$ cat src/rtl/alu_pkg.sv
// Shared ALU definitions: operation encoding, default datapath geometry and
// the signed saturation bounds used by the clamping adder.
package alu_pkg;

    localparam logic OP_ADD = 1'b0;
    localparam logic OP_SUB = 1'b1;

    localparam int unsigned DEFAULT_WIDTH = 16;
    localparam int unsigned DEFAULT_CHUNK = 4;
    localparam int unsigned MAX_WIDTH     = 64;

    // Signed max (negative = 0) or signed min (negative = 1) for a width-bit
    // two's-complement value, right-aligned in MAX_WIDTH bits.
    function automatic logic [MAX_WIDTH-1:0] sat_bound(input int unsigned width,
                                                       input logic        negative);
        logic [MAX_WIDTH-1:0] bound;
        bound = {{(MAX_WIDTH-1){1'b0}}, 1'b1} << (width - 1);
        if (!negative) begin
            bound = bound - 1'b1;
        end
        return bound;
    endfunction

endpackage

$ cat src/rtl/pipe_addsub_stage.sv
// One CHUNK-bit slice of the pipelined adder: resolves slice IDX with the
// carry handed over by the previous stage and registers the whole beat.
module pipe_addsub_stage
    import alu_pkg::*;
#(
    parameter int unsigned WIDTH = DEFAULT_WIDTH,
    parameter int unsigned CHUNK = DEFAULT_CHUNK,
    parameter int unsigned IDX   = 0
) (
    input  logic             clk,
    input  logic             rst_n,
    input  logic             load,
    input  logic             up_valid,
    input  logic [WIDTH-1:0] up_a,
    input  logic [WIDTH-1:0] up_b,
    input  logic [WIDTH-1:0] up_s,
    input  logic             up_carry,
    input  logic             up_sat,
    output logic             valid,
    output logic [WIDTH-1:0] a,
    output logic [WIDTH-1:0] b,
    output logic [WIDTH-1:0] s,
    output logic             carry,
    output logic             sat
);

    logic [CHUNK:0]   slice_sum;
    logic [WIDTH-1:0] s_next;

    assign slice_sum = {1'b0, up_a[IDX*CHUNK +: CHUNK]}
                     + {1'b0, up_b[IDX*CHUNK +: CHUNK]}
                     + {{CHUNK{1'b0}}, up_carry};

    always_comb begin
        s_next = up_s;
        s_next[IDX*CHUNK +: CHUNK] = slice_sum[CHUNK-1:0];
    end

    // NOTE: non-blocking assignments keep every stage sampling the values its
    // neighbour held before this edge, so beats shift one stage per clock.
    // NOTE: the data registers are reset too, not just valid, because the
    // last stage drives out_s/out_cout/out_ovf directly and they must read 0.
    always_ff @(posedge clk or negedge rst_n) begin
        if (!rst_n) begin
            valid <= 1'b0;
            a     <= '0;
            b     <= '0;
            s     <= '0;
            carry <= 1'b0;
            sat   <= 1'b0;
        end else if (load) begin
            valid <= up_valid;
            if (up_valid) begin
                a     <= up_a;
                b     <= up_b;
                s     <= s_next;
                carry <= slice_sum[CHUNK];
                sat   <= up_sat;
            end
        end
    end

endmodule

$ cat src/rtl/pipe_addsub.sv
// Pipelined WIDTH-bit adder/subtractor resolving CHUNK bits per stage with a
// bubble-collapsing valid/ready pipeline. Optional clamp: PIPE_ADDSUB_SAT_EN.
module pipe_addsub
    import alu_pkg::*;
#(
    parameter int unsigned WIDTH = DEFAULT_WIDTH,
    parameter int unsigned CHUNK = DEFAULT_CHUNK
) (
    input  logic             clk,
    input  logic             rst_n,
    input  logic             in_valid,
    output logic             in_ready,
    input  logic [WIDTH-1:0] in_a,
    input  logic [WIDTH-1:0] in_b,
    input  logic             in_cin,
    input  logic             in_op,
`ifdef PIPE_ADDSUB_SAT_EN
    input  logic             in_sat,
`endif
    output logic             out_valid,
    input  logic             out_ready,
    output logic [WIDTH-1:0] out_s,
    output logic             out_cout,
    output logic             out_ovf
);

    localparam int unsigned STAGES = WIDTH / ((CHUNK == 0) ? 1 : CHUNK);

    if (CHUNK < 1 || (WIDTH % CHUNK) != 0) begin : g_bad_cfg
        $error("pipe_addsub: WIDTH (%0d) must be a non-zero multiple of CHUNK (%0d)",
               WIDTH, CHUNK);
    end

    logic             valid_q [STAGES];
    logic [WIDTH-1:0] a_q     [STAGES];
    logic [WIDTH-1:0] b_q     [STAGES];
    logic [WIDTH-1:0] s_q     [STAGES];
    logic             carry_q [STAGES];
    logic             sat_q   [STAGES];
    logic [STAGES-1:0] stage_load;

    // Subtraction becomes A + ~B + 1 right at capture, so stages only add.
    logic [WIDTH-1:0] b_cap;
    logic             carry_cap;
    logic             sat_cap;

    assign b_cap     = (in_op == OP_SUB) ? ~in_b : in_b;
    assign carry_cap = (in_op == OP_SUB) ? 1'b1 : in_cin;
`ifdef PIPE_ADDSUB_SAT_EN
    assign sat_cap   = in_sat;
`else
    assign sat_cap   = 1'b0;
`endif

    // A stage may load when it, or any stage below it, has a free slot.
    always_comb begin
        logic room;
        stage_load = '0;
        room = out_ready;
        for (int k = STAGES - 1; k >= 0; k--) begin
            room = room || !valid_q[k];
            stage_load[k] = room;
        end
    end

    assign in_ready = stage_load[0];

    for (genvar k = 0; k < STAGES; k++) begin : g_stage
        if (k == 0) begin : g_head
            pipe_addsub_stage #(.WIDTH(WIDTH), .CHUNK(CHUNK), .IDX(k)) u_stage (
                .clk      (clk),
                .rst_n    (rst_n),
                .load     (stage_load[k]),
                .up_valid (in_valid),
                .up_a     (in_a),
                .up_b     (b_cap),
                .up_s     ({WIDTH{1'b0}}),
                .up_carry (carry_cap),
                .up_sat   (sat_cap),
                .valid    (valid_q[k]),
                .a        (a_q[k]),
                .b        (b_q[k]),
                .s        (s_q[k]),
                .carry    (carry_q[k]),
                .sat      (sat_q[k])
            );
        end else begin : g_body
            pipe_addsub_stage #(.WIDTH(WIDTH), .CHUNK(CHUNK), .IDX(k)) u_stage (
                .clk      (clk),
                .rst_n    (rst_n),
                .load     (stage_load[k]),
                .up_valid (valid_q[k-1]),
                .up_a     (a_q[k-1]),
                .up_b     (b_q[k-1]),
                .up_s     (s_q[k-1]),
                .up_carry (carry_q[k-1]),
                .up_sat   (sat_q[k-1]),
                .valid    (valid_q[k]),
                .a        (a_q[k]),
                .b        (b_q[k]),
                .s        (s_q[k]),
                .carry    (carry_q[k]),
                .sat      (sat_q[k])
            );
        end
    end

    // Carry into the MSB is recovered from the MSB sum bit and its operands.
    logic msb_carry_in;
    assign msb_carry_in = s_q[STAGES-1][WIDTH-1] ^ a_q[STAGES-1][WIDTH-1]
                        ^ b_q[STAGES-1][WIDTH-1];

    assign out_valid = valid_q[STAGES-1];
    assign out_cout  = carry_q[STAGES-1];
    assign out_ovf   = out_cout ^ msb_carry_in;

`ifdef PIPE_ADDSUB_SAT_EN
    // On overflow both operands share a sign, which is the sign of the true result.
    logic [WIDTH-1:0] clamp_value;
    assign clamp_value = WIDTH'(sat_bound(WIDTH, a_q[STAGES-1][WIDTH-1]));
    assign out_s = (sat_q[STAGES-1] && out_ovf) ? clamp_value : s_q[STAGES-1];
`else
    assign out_s = s_q[STAGES-1];
`endif

    logic unused_last_stage;
    assign unused_last_stage = ^{a_q[STAGES-1], b_q[STAGES-1], sat_q[STAGES-1]};

endmodule

$ cat config.mk
export PLATFORM = sky130hd
export DESIGN_NAME = pipe_addsub
export DESIGN_NICKNAME = d
export VERILOG_FILES = /design/src/rtl/alu_pkg.sv /design/src/rtl/pipe_addsub_stage.sv /design/src/rtl/pipe_addsub.sv
export SDC_FILE = /design/constraint.sdc
export NUM_CORES = 1
export LEC_CHECK = 0
export BUFFER_PORTS_ARGS = -buffer_cell sky130_fd_sc_hd__buf_2
export CAP_MARGIN = 40
export CORE_MARGIN = 1.5
export CORE_UTILIZATION = 51
export DETAILED_ROUTE_END_ITERATION = 10
export PLACE_DENSITY = 0.84
export SLEW_MARGIN = 20
export SYNTH_ARGS = -nofsm -noshare
export SYNTH_HDL_FRONTEND = slang
export SYNTH_SLANG_ARGS = --single-unit
$ cat constraint.sdc
create_clock -name clk -period 2.41 [get_ports clk]
set_clock_uncertainty 0.15 [all_clocks]
set_input_delay 0.482 -clock clk [delete_from_list [all_inputs] [get_ports clk]]
set_output_delay 0.482 -clock clk [all_outputs]
set_load 0.02 [all_outputs]
# [Word-level counts from Yosys, hierarchy flattened]
# Cells that the tools add are included.
[totals] reg_bits=176 in_bits=38 out_inout_bits=20 word_cells=46
[op_classes] n_addsub=8 muxes=2 bitwise=4 reduce_logical=12
[op_table] cell="adder 4 x 4 -> 5 bit" count=4
[op_table] cell="adder 5 x 1 -> 5 bit" count=4
[op_table] cell="two-way mux 16 bit" count=1
[op_table] cell="inverter 16 bit" count=1
[op_table] cell="AND reduction 2 bit" count=4
[op_table] cell="zero test 1 bit" count=4
[op_table] cell="logical OR 1 bit" count=4
[op_table] cell="XOR 1 bit" count=3
[op_table] cell="two-way mux 1 bit" count=1

# [Logic depth before layout (Yosys ltp)]
# Gate-level depths: netlist of the first run.
[logic_depth] word_depth=6 ltp_mapped=9

# [By module]
# From an unflattened synthesis of the first run, not the netlist that was laid out.
[unflattened] cells_unflattened=564 hier_area_um2=8465.6
[by_module_without_submodules] module="pipe_addsub_stage" n_inst=4 cells_per_inst=134 area_per_inst_um2=2058.2
[by_module_without_submodules] module="pipe_addsub" n_inst=1 cells_per_inst=28 area_per_inst_um2=232.7

# [Worst setup path after synthesis of the first run]
# OpenSTA, ideal clock, no wires.
[synth_timing] path_type="input to register" startpoint="in in_op" endpoint="reg g_stage[0].g_head.u_stage.s[1]" t_arrival_ps=2198 required_ps=2133 path_slack_ps=-65 path_stages=7 n_path_buf=2 cell_sequence="buf_2 buf_2 xnor2_1 fa_1 inv_1 fa_1 mux2_1"
[synth_between] elab_chain_cells=3 elab_cells_between_ends=4 classes_between="add/sub: 2; mux: 2"
[synth_lines] item="start: declaration" line_no="pipe_addsub.sv:16" rtl="input logic in_op,"
[synth_lines] item="two-way mux 16 bit" line_no="pipe_addsub.sv:47" rtl="assign b_cap = (in_op == OP_SUB) ? ~in_b : in_b;"
[synth_lines] item="adder 4 x 4 -> 5 bit" line_no="pipe_addsub_stage.sv:31" rtl="+ {1'b0, up_b[IDX*CHUNK +: CHUNK]}"
[synth_lines] item="adder 5 x 1 -> 5 bit (*)" line_no="pipe_addsub_stage.sv:32" rtl="+ {{CHUNK{1'b0}}, up_carry};"
[synth_lines] item="net g_stage[0].g_head.u_stage.slice_sum[1]" line_no="pipe_addsub_stage.sv:27" rtl="logic [CHUNK:0] slice_sum;"
[synth_lines] item="end signal: assignment" line_no="pipe_addsub_stage.sv:56" rtl="s <= s_next;"
[synth_lines] item="end: declaration" line_no="pipe_addsub_stage.sv:22" rtl="output logic [WIDTH-1:0] s,"
# Mark *: on every way through the listed nets, which the timed path passes. The rest lies on a longest branch.
# A chain may end at the register's enable or synchronous reset.

# [Worst setup path in the final report of the first run]
[layout_timing] startpoint="reg g_stage[0].g_head.u_stage.a[4]" endpoint="reg g_stage[1].g_body.u_stage.carry"
[layout_between] elab_chain_cells=2
[layout_lines] item="start: declaration" line_no="pipe_addsub_stage.sv:20" rtl="output logic [WIDTH-1:0] a,"
[layout_lines] item="start signal: assignment" line_no="pipe_addsub_stage.sv:54" rtl="a <= up_a;"
[layout_lines] item="adder 4 x 4 -> 5 bit" line_no="pipe_addsub_stage.sv:31"
[layout_lines] item="adder 5 x 1 -> 5 bit" line_no="pipe_addsub_stage.sv:32"
[layout_lines] item="end signal: assignment" line_no="pipe_addsub_stage.sv:57" rtl="carry <= slice_sum[CHUNK];"
[layout_lines] item="end: declaration" line_no="pipe_addsub_stage.sv:23" rtl="output logic carry,"
# No other way between the ends.

==> impl_results.md, run 1 <==
* Synth top area cells: dfrtp_1 57%, mux2_2 15%, fa_1 3.7%
* Design Area, Final at 4980 um2
* Final hold violation count at 0
* DRT Wirelength at 7220 um
* HP Class: in2async
* GPL Wtd Cong at 0.794
* Number of antenna diodes at 0
* Max-cap violation count at 0
* First drt pass iteration count at 4
* Cells after synthesis at 327
* Crit path DAT at 2.18 ns
* Most Frequent Cell on Critical Path: fa_1
* Fin util at 0.606
* Flop pwr share at 0.454
* CTS buffer count at 9
* Skew-Pair Late Insertion Delay at 0.35 ns
* Row Count at 33
* Worst setup margin at 0.322 ns
* P_leak at 2.31 nW
* Library cells used by synthesis at 30
* Placed cell count at 482
* Clk network pwr share at 0.225
* Most frequent cells in the layout: 98 x dfrtp_1, 57 x mux2_2, 56 x buf_2
* Pwr Density at 1110 nW/um2
* Fin crit period at 2.09 ns
* Hpwl dp at 5030 um
* Status: finished clean
* EDFF count, synth at 0
* Ys async rst share at 1.00
* Synth Area in Simple Gates at 0.0477
* Sequential fraction of the synthesis area at 0.566
* Sw frac at 0.319
* Drt drc at 0
* Setup violations, final at 0
* Resize count post-CTS at 0
* Fin Setup TNS at 0 ns
* Post-Syn Area at 4330 um2
* Synthesized-area fraction occupied by xor and xnor cells at 0.0506
* I/O pin cnt at 58
* Pwr Total at 5.54 mW
* Post-CTS Hold Fix Bufs at 0
* Die Span X at 95.1 um
* Htree depth at 3
* Post-synth top area cell: dfrtp_1
* Share of cells above drive strength 1 at 0.356
* Reg2Reg Setup Slack at 0.32 ns
* Most used DFF post-synth: dfrtp_1
* TritonCTS Sinks at 98
* Setup Fix Bufs, Post-CTS at 0
* Max stage delay on crit path at 0.47 ns
* Largest family of logic cells by synthesized area: multiplexers
* Die H at 95.1 um
* RSZ-0062 raised after global routing: false
* Pre-CTS WS at 0.204 ns
* CP cell instances: fa_1, fa_1, a21o_1, a211oi_1, a21oi_1
* Post-Synth Adder-Cell Area at 0.0717
* Fraction of the cycle the final worst path needs at 0.867
* CTS tree: yes
* F_max at 0.479 GHz
* Routed Antenna Nets at 0
* Post-Layout Cell Count at 498
* CP Data Required Time at 2.50 ns
* Synthesized flop and latch total at 98
* CTS root buf: clkbuf_8
* Final slew viol count at 0
* Clk slew on worst S/H paths at 0.10 ns
* DP Area at 4740 um2
* First-pass GRT wire length at 12400 um
* IO Port Bufs at 57
* WS Path Type: reg2reg
* Slew headroom at 0.593
* Setup crit end kind: register
* CP max FO at 2
* P&R area growth vs syn at 15.1%
* Vias at 2516
* Net count after synthesis at 385
* R2R depth at 5
* Mean Syn Cell Area at 13.2 um2
* Multiplexer share of the synthesized area at 0.169
* Pin count of the biggest net entering global routing at 99
* Most common cell after layout, fill and taps aside: dfrtp_1
* DR WL/cell at 14.5 um
* Gr usage total at 0.182
* Die ar. at 9050 um2
* Comb pwr share at 0.321
* Core area at 8220 um2
* Top-area cell type share of the netlist area at 0.566
* Vias per cell at 5.05
* Nets@finish at 446
* Worst-margin pin slew at 0.608 ns
* Initial DRC count at 119
* CP max-delay cell: fa_1
* Vias in the first global route at 2703
* Total net switching power at 1.77 mW
* Clock tree buffer depth at 2
* Initial Util at 0.527
* Initial antenna violation count at 0
* Cell internal pwr at 3.77 mW
* Gr ovfl total at 0
* Final worst hold slack at 0.0167 ns
* Synthesis warning total at 0
* Compound-Gate Fraction of Synth Area at 0.0618
* CP startpoint kind: register
* Max VDD drop at 0.483 mV
## state kept, by name, indices dropped and copies added (netlist names)
name / flops
g_stage.g_head.u_stage.a: 12
g_stage.g_body.u_stage.a: 13
g_stage.g_head.u_stage.carry: 1
g_stage.g_head.u_stage.s: 4
g_stage.g_head.u_stage.b: 12
g_stage.g_body.u_stage.valid: 3
g_stage.g_body.u_stage.s: 36
g_stage.g_body.u_stage.b: 13
g_stage.g_body.u_stage.carry: 3
g_stage.g_head.u_stage.valid: 1
## path summary, 6_finish.rpt
kind	startpoint	to
max in group asynchronous	rst_n	g_stage[0].g_head.u_stage.a[14]
setup / recovery	g_stage[0].g_head.u_stage.a[4]	g_stage[1].g_body.u_stage.carry
hold reg to reg	g_stage[2].g_body.u_stage.s[10]	g_stage[2].g_body.u_stage.s[10]
min in group clk	in_a[9]	g_stage[0].g_head.u_stage.a[9]
setup reg to reg	g_stage[0].g_head.u_stage.a[4]	g_stage[1].g_body.u_stage.carry
hold / removal	rst_n	g_stage[1].g_body.u_stage.a[9]
## critical path: cells and delay by family (launching register included)
family | cells | cell delay [ns]
adders and majority gates | 2 | 0.90
AOI/OAI and AO/OA | 3 | 0.52
DFF | 1 | 0.41
## Yosys cell counts, drive strengths merged (3+ instances only)
library cell,instances
fa,8
o21ai,30
nand2,30
a21o,4
buf,11
mux2,65
xor2,8
a21oi,5
xnor2,17
nor2b,3
nand2b,3
inv,17
dfrtp,98
ha,12
## layout make-up
type                       count  area [um2]
fill                         656        3230
sequential                    98        2450
multi-input combinational    199        1740
timing repair buffer          63         358
tap                          105         131
clock buffer                  10         128
clock inverter                 6         114
inverter                      17        63.8
## kinds of logic (layout without fill, tap and decap cells)
group                    Yosys count  after routing
buffers and inverters             30             96
AO/OA/AOI/OAI                     46             46
flip-flops                        98             98
XOR/XNOR                          25             25
multiplexers                      65             65
AND/OR/NAND/NOR                   43             43
adder cells (fa/ha/maj)           20             20
## metal layers
layer	GRT usage	routed length [um]	vias up
li1	-	-	1224
met1	0.222	3050	1237
met2	0.315	3820	42
met3	0.0287	200	13
met4	0.0871	154	0
met5	0	0	-
## power by group through the flow
stage | Combinational (mW) | Clock [mW] | Sequential [mW]
finish | 1.78 | 1.24 | 2.51
global route | 2.00 | 1.34 | 2.60
CTS | 1.81 | 1.27 | 2.53
detailed placement | 1.79 | 0 | 2.56
global placement | 1.69 | 0 | 2.53
floorplan | 1.14 | 0 | 2.65
No activity file was read; power rests on OpenSTA's default activity.
==> inputs of run 2 (changes only) <==
--- a/config.mk
+++ b/config.mk
@@ -7,6 +7,7 @@
 export LEC_CHECK = 0
 export BUFFER_PORTS_ARGS = -buffer_cell sky130_fd_sc_hd__buf_2
 export CAP_MARGIN = 40
+export CORE_ASPECT_RATIO = 1.5
 export CORE_MARGIN = 1.5
 export CORE_UTILIZATION = 51
 export DETAILED_ROUTE_END_ITERATION = 10
==> run 2 against run 1 <==
Sequential share of layout area decreased by 0.62 points. Combinational power about the same. Worst setup slack got worse by 0.10 ns. Maximum frequency fell by 4.8%. Sequential cell count unchanged. Highest routed layer unchanged.
==> impl_results.md, run 2 (same netlist as run 1, synthesis figures left out) <==
* Share of cells above drive strength 1 at 0.352
* CTS tree: yes
* P&R area growth vs syn at 16.6%
* I/O pin cnt at 58
* Max reg flops at 36
* Die Span X at 78.2 um
* Hpwl dp at 5220 um
* Initial DRC count at 145
* Final slew viol count at 0
* Initial Util at 0.521
* GPL Wtd Cong at 0.809
* Vias in the first global route at 2727
* Vias at 2577
* Pre-CTS WS at 0.158 ns
* Max VDD drop at 0.587 mV
* Most common cell after layout, fill and taps aside: dfrtp_1
* Status: finished clean
* First-pass GRT wire length at 12600 um
* Most frequent cells in the layout: 98 x dfrtp_1, 57 x mux2_2, 56 x buf_2
* Skew-Pair Late Insertion Delay at 0.34 ns
* Worst-margin pin slew at 0.601 ns
* P_leak at 2.35 nW
* RSZ-0062 raised after global routing: false
* Drt drc at 0
* Final hold violation count at 0
* Pin count of the biggest net entering global routing at 48
* Crit path DAT at 2.24 ns
* CP startpoint kind: register
* Gr usage total at 0.187
* Htree depth at 3
* IO Port Bufs at 57
* HP Class: in2reg
* CTS buffer count at 9
* CP Data Required Time at 2.46 ns
* DR WL/cell at 14.8 um
* Die ar. at 9060 um2
* Clk slew on worst S/H paths at 0.06 ns
* WS Path Type: reg2reg
* CTS root buf: clkbuf_16
* Row Count at 41
* Setup violations, final at 0
* Core area at 8310 um2
* Worst setup margin at 0.217 ns
* Die H at 116 um
* First drt pass iteration count at 6
* Setup crit end kind: register
* TritonCTS Sinks at 98
* CP max FO at 2
* Clock tree buffer depth at 2
* Gr ovfl total at 0
* Vias per cell at 5.13
* Fin Setup TNS at 0 ns
* Slew headroom at 0.598
* DRT Wirelength at 7420 um
* Max-cap violation count at 0
* F_max at 0.456 GHz
* Most flops, register: g_stage.g_body.u_stage.s
* Fraction of the cycle the final worst path needs at 0.910
* Pwr Total at 5.65 mW
* Resize count post-CTS at 0
* Pwr Density at 1120 nW/um2
* Fin crit period at 2.19 ns
* Nets@finish at 448
* Largest regs: g_stage.g_body.u_stage.s (36), g_stage.g_body.u_stage.a (13), g_stage.g_body.u_stage.b (13)
* Number of antenna diodes at 0
* Initial antenna violation count at 0
* Routed Antenna Nets at 0
==> run 2: cell count changes in the layout (fill, tap and decap cells not counted) <==
cell,change
clkbuf_16,+9
dlygate4sd3_1,+1
clkbuf_1,+2
inv_6,-1
bufinv_16,-3
buf_4,+1
clkinvlp_4,-1
clkbuf_8,-6
==> run 2: report_power, final <==
part / switching (mW) / internal (mW)
logic: 0.899 / 0.868
registers: 0.315 / 2.22
clock network: 0.562 / 0.785
==> run 2: critical path, cell delays in order, from the launching register on <==
cell and delay [ns]:
dfrtp_1 0.40, fa_1 0.49, fa_1 0.44, a21o_1 0.20
a211oi_1 0.29, a21oi_1 0.08
==> run 2: final timing paths <==
kind / startpoint / end / slack (ns) / cells past startpoint
worst max-delay path: g_stage[0].g_head.u_stage.a[4] / g_stage[1].g_body.u_stage.carry / 0.22 / 5
worst min-delay path: in_a[9] / g_stage[0].g_head.u_stage.a[9] / 0.20 / 2
worst max register to register: g_stage[0].g_head.u_stage.a[4] / g_stage[1].g_body.u_stage.carry / 0.22 / 5
worst min register to register: g_stage[3].g_body.u_stage.s[13] / g_stage[3].g_body.u_stage.s[13] / 0.32 / 2
max in group asynchronous: rst_n / g_stage[3].g_body.u_stage.s[9] / 0.98 / 3
min in group asynchronous: rst_n / g_stage[2].g_body.u_stage.a[14] / 0.50 / 2
==> run 2: final cells by class <==
type | instances | area, um2
clock buffer | 15 | 278
tap | 107 | 134
fill | 683 | 3260
timing repair buffer | 65 | 375
sequential | 98 | 2450
multi-input combinational | 199 | 1740
clock inverter | 1 | 7.51
inverter | 17 | 63.8
==> run 2: metrics by stage <==
stage / cell area (um2) / hold WS [ns] / util / cells
2_1_floorplan: 4330 / 0.0364 / - / 327
3_3_place_gp: 4750 / 0.309 / 0.572 / 485
3_5_place_dp: 4750 / 0.315 / 0.572 / 485
4_1_cts: 5050 / 0.194 / 0.607 / 502
5_1_grt: 5050 / 0.206 / 0.607 / 502
6_report: 5050 / 0.203 / 0.607 / 502
==> run 2: what timing repair did <==
item,in CTS,in global routing
setup endpoints to repair,0,0
buffers inserted,0,0
hold endpoints to repair,35,0
hold buffers,1,0
==> run 2: layer usage <==
metal  GRT usage  part of all wire  up-vias
li1            -                 -     1228
met3      0.0567             0.042        9
met5           0                 0        -
met4      0.0821             0.016        0
met1       0.209              0.41     1288
met2       0.328              0.53       52
==> inputs of run 3 (changes only) <==
--- a/config.mk
+++ b/config.mk
@@ -12,6 +12,7 @@
 export CORE_UTILIZATION = 51
 export DETAILED_ROUTE_END_ITERATION = 10
 export PLACE_DENSITY = 0.84
+export REMOVE_ABC_BUFFERS = 1
 export SLEW_MARGIN = 20
 export SYNTH_ARGS = -nofsm -noshare
 export SYNTH_HDL_FRONTEND = slang
==> constraint.sdc (replaced) <==
create_clock -name clk -period 2.41 [get_ports clk]
set_clock_uncertainty 0.15 [all_clocks]
set_input_delay 0.1205 -clock clk [delete_from_list [all_inputs] [get_ports clk]]
set_output_delay 0.1205 -clock clk [all_outputs]
set_load 0.02 [all_outputs]
==> run 3 against run 2 <==
First-iteration DRC count is 5.5% higher. Register-to-register slack better by 0.16 ns. Global-route usage about the same. Sequential share of layout area is 2.3 points lower. Total power rose by 1.1%. Clock power hardly changed. Sequential cell count stayed put. Critical path type unchanged. Sequential power about the same. Non-clock buffer count is 24 higher.
==> impl_results.md, run 3 (same netlist as run 1, synthesis figures left out) <==
* Status: finished clean
* Max VDD drop at 0.743 mV
* Fin crit period at 2.03 ns
* Row Count at 41
* Hpwl dp at 5100 um
* Hold EP: g_stage[0].g_head.u_stage.carry
* Total net switching power at 1.78 mW
* Vias in the first global route at 2690
* CP Data Required Time at 2.46 ns
* Number of antenna diodes at 0
* P&R area growth vs syn at 22.3%
* Setup crit end kind: register
* Core area at 8310 um2
* Placed cell count at 483
* CP startpoint kind: register
* CTS root buf: clkbuf_16
* RSZ-0062 raised after global routing: false
* Final hold violation count at 0
* Initial Util at 0.521
* Hold Path Stages at 4
* TritonCTS Sinks at 98
* DRT Wirelength at 7410 um
* HP Class: in2reg
* P_leak at 2.45 nW
* Clk network pwr share at 0.242
* Fraction of the cycle the final worst path needs at 0.844
* Skew-Pair Late Insertion Delay at 0.34 ns
* Pwr Density at 1080 nW/um2
* IO Port Bufs at 57
* Crit path DAT at 2.08 ns
* Initial DRC count at 153
* Worst r2r dst: g_stage[1].g_body.u_stage.carry
* Worst R2R Start: g_stage[0].g_head.u_stage.a[4]
* Die H at 116 um
* CTS tree: yes
* I/O pin cnt at 58
* First drt pass iteration count at 4
* Htree depth at 3
* Drt drc at 0
* Nets@finish at 472
* Hold wc startpoint: in_a[3]
* CTS buffer count at 9
* Largest regs: g_stage.g_body.u_stage.s (36), g_stage.g_body.u_stage.a (13), g_stage.g_body.u_stage.b (13)
* Post-Layout Cell Count at 525
* Pwr Total at 5.71 mW
* Cell internal pwr at 3.93 mW
* Vias at 2632
* Setup violations, final at 0
* Max-cap violation count at 0
* Clock tree buffer depth at 2
* Fin util at 0.637
* Reg2Reg Setup Slack at 0.38 ns
* Vias per cell at 5.01
* Gr ovfl total at 0
* Clk slew on worst S/H paths at 0.06 ns
* Die ar. at 9060 um2
* Flop pwr share at 0.447
* R2R depth at 5
* Slew headroom at 0.552
* Max reg flops at 36
* Final slew viol count at 0
* Fin Setup TNS at 0 ns
* Most flops, register: g_stage.g_body.u_stage.s
* Die Span X at 78.2 um
* Most frequent cells in the layout: 98 x dfrtp_1, 57 x mux2_2, 56 x buf_2
* DR WL/cell at 14.1 um
* GPL Wtd Cong at 0.755
* Initial antenna violation count at 0
* F_max at 0.492 GHz
* Pin count of the biggest net entering global routing at 57
* Resize count post-CTS at 0
* WS Path Type: reg2reg
* Gr usage total at 0.186
* Routed Antenna Nets at 0
* Share of cells above drive strength 1 at 0.328
* Comb pwr share at 0.312
* Sw frac at 0.312
* First-pass GRT wire length at 12700 um
* CP max FO at 2
* Worst-margin pin slew at 0.670 ns
* Most common cell after layout, fill and taps aside: dfrtp_1
[run 3: cell count changes in the layout (fill, tap and decap cells not counted)]
cell           delta
buf_4             -2
bufinv_16         +1
clkbuf_1          -1
clkbuf_8          -2
clkinv_2          +2
clkinvlp_4        -1
dlygate4sd3_1    +26
[run 3: stage by stage]
stage               setup WS (ns)  hold WS (ns)  instance area (um2)
floorplan                   0.416        -0.325                 4250
global placement            0.392       -0.0105                 4740
detailed placement          0.357      -0.00343                 4740
CTS                         0.355        0.0488                 5290
global route                0.305        0.0914                 5290
finish                      0.376        0.0513                 5290
[run 3: power groups by stage]
stage	registers (mW)	logic [mW]	clock network, mW
after detailed placement	2.58	1.76	0
after global routing	2.63	2.00	1.48
after global placement	2.53	1.68	0
after CTS	2.55	1.81	1.41
final	2.55	1.78	1.38
after floorplan	2.65	1.11	0
[run 3: layout make-up]
| class | instances | area, um2 |
|---|---|---|
| fillers | 646 | 3020 |
| flip-flops and latches | 98 | 2450 |
| multi-input cells | 199 | 1740 |
| repair buffers | 89 | 621 |
| clock buffers | 12 | 246 |
| well taps | 107 | 134 |
| inverters | 17 | 63.8 |
| clock inverters | 3 | 40.0 |
[run 3: critical path, cell delays in order, from the launching register on]
cell and delay [ns]:
dfrtp_1 0.39, fa_1 0.46, fa_1 0.42, a21o_1 0.19, a211oi_1 0.21, a21oi_1 0.06
[run 3: worst max-delay path by stage]
stage / from / cells past startpoint / slack (ns) / end
after global routing: g_stage[0].g_head.u_stage.a[4] / 5 / 0.30 / g_stage[1].g_body.u_stage.carry
after global placement: g_stage[0].g_head.u_stage.a[4] / 5 / 0.39 / g_stage[1].g_body.u_stage.carry
after CTS: g_stage[0].g_head.u_stage.a[4] / 5 / 0.35 / g_stage[1].g_body.u_stage.carry
after detailed placement: g_stage[0].g_head.u_stage.a[4] / 5 / 0.36 / g_stage[1].g_body.u_stage.carry
final: g_stage[0].g_head.u_stage.a[4] / 5 / 0.38 / g_stage[1].g_body.u_stage.carry
after floorplan: g_stage[3].g_body.u_stage.valid / 3 / 0.42 / g_stage[0].g_head.u_stage.a[15]
[run 3: timing repair]
item,4_1_cts,5_1_grt
endpoints found under the hold margin,69,0
setup endpoints to repair,0,0
hold buffers,27,0
buffers inserted,0,0
[run 3: routing by layer]
layer	global-route usage	vias up	wire, um
met3	0.0409	9	222
met5	0	-	0
met2	0.322	43	3960
met4	0.0881	0	128
li1	-	1276	-
met1	0.221	1304	3100
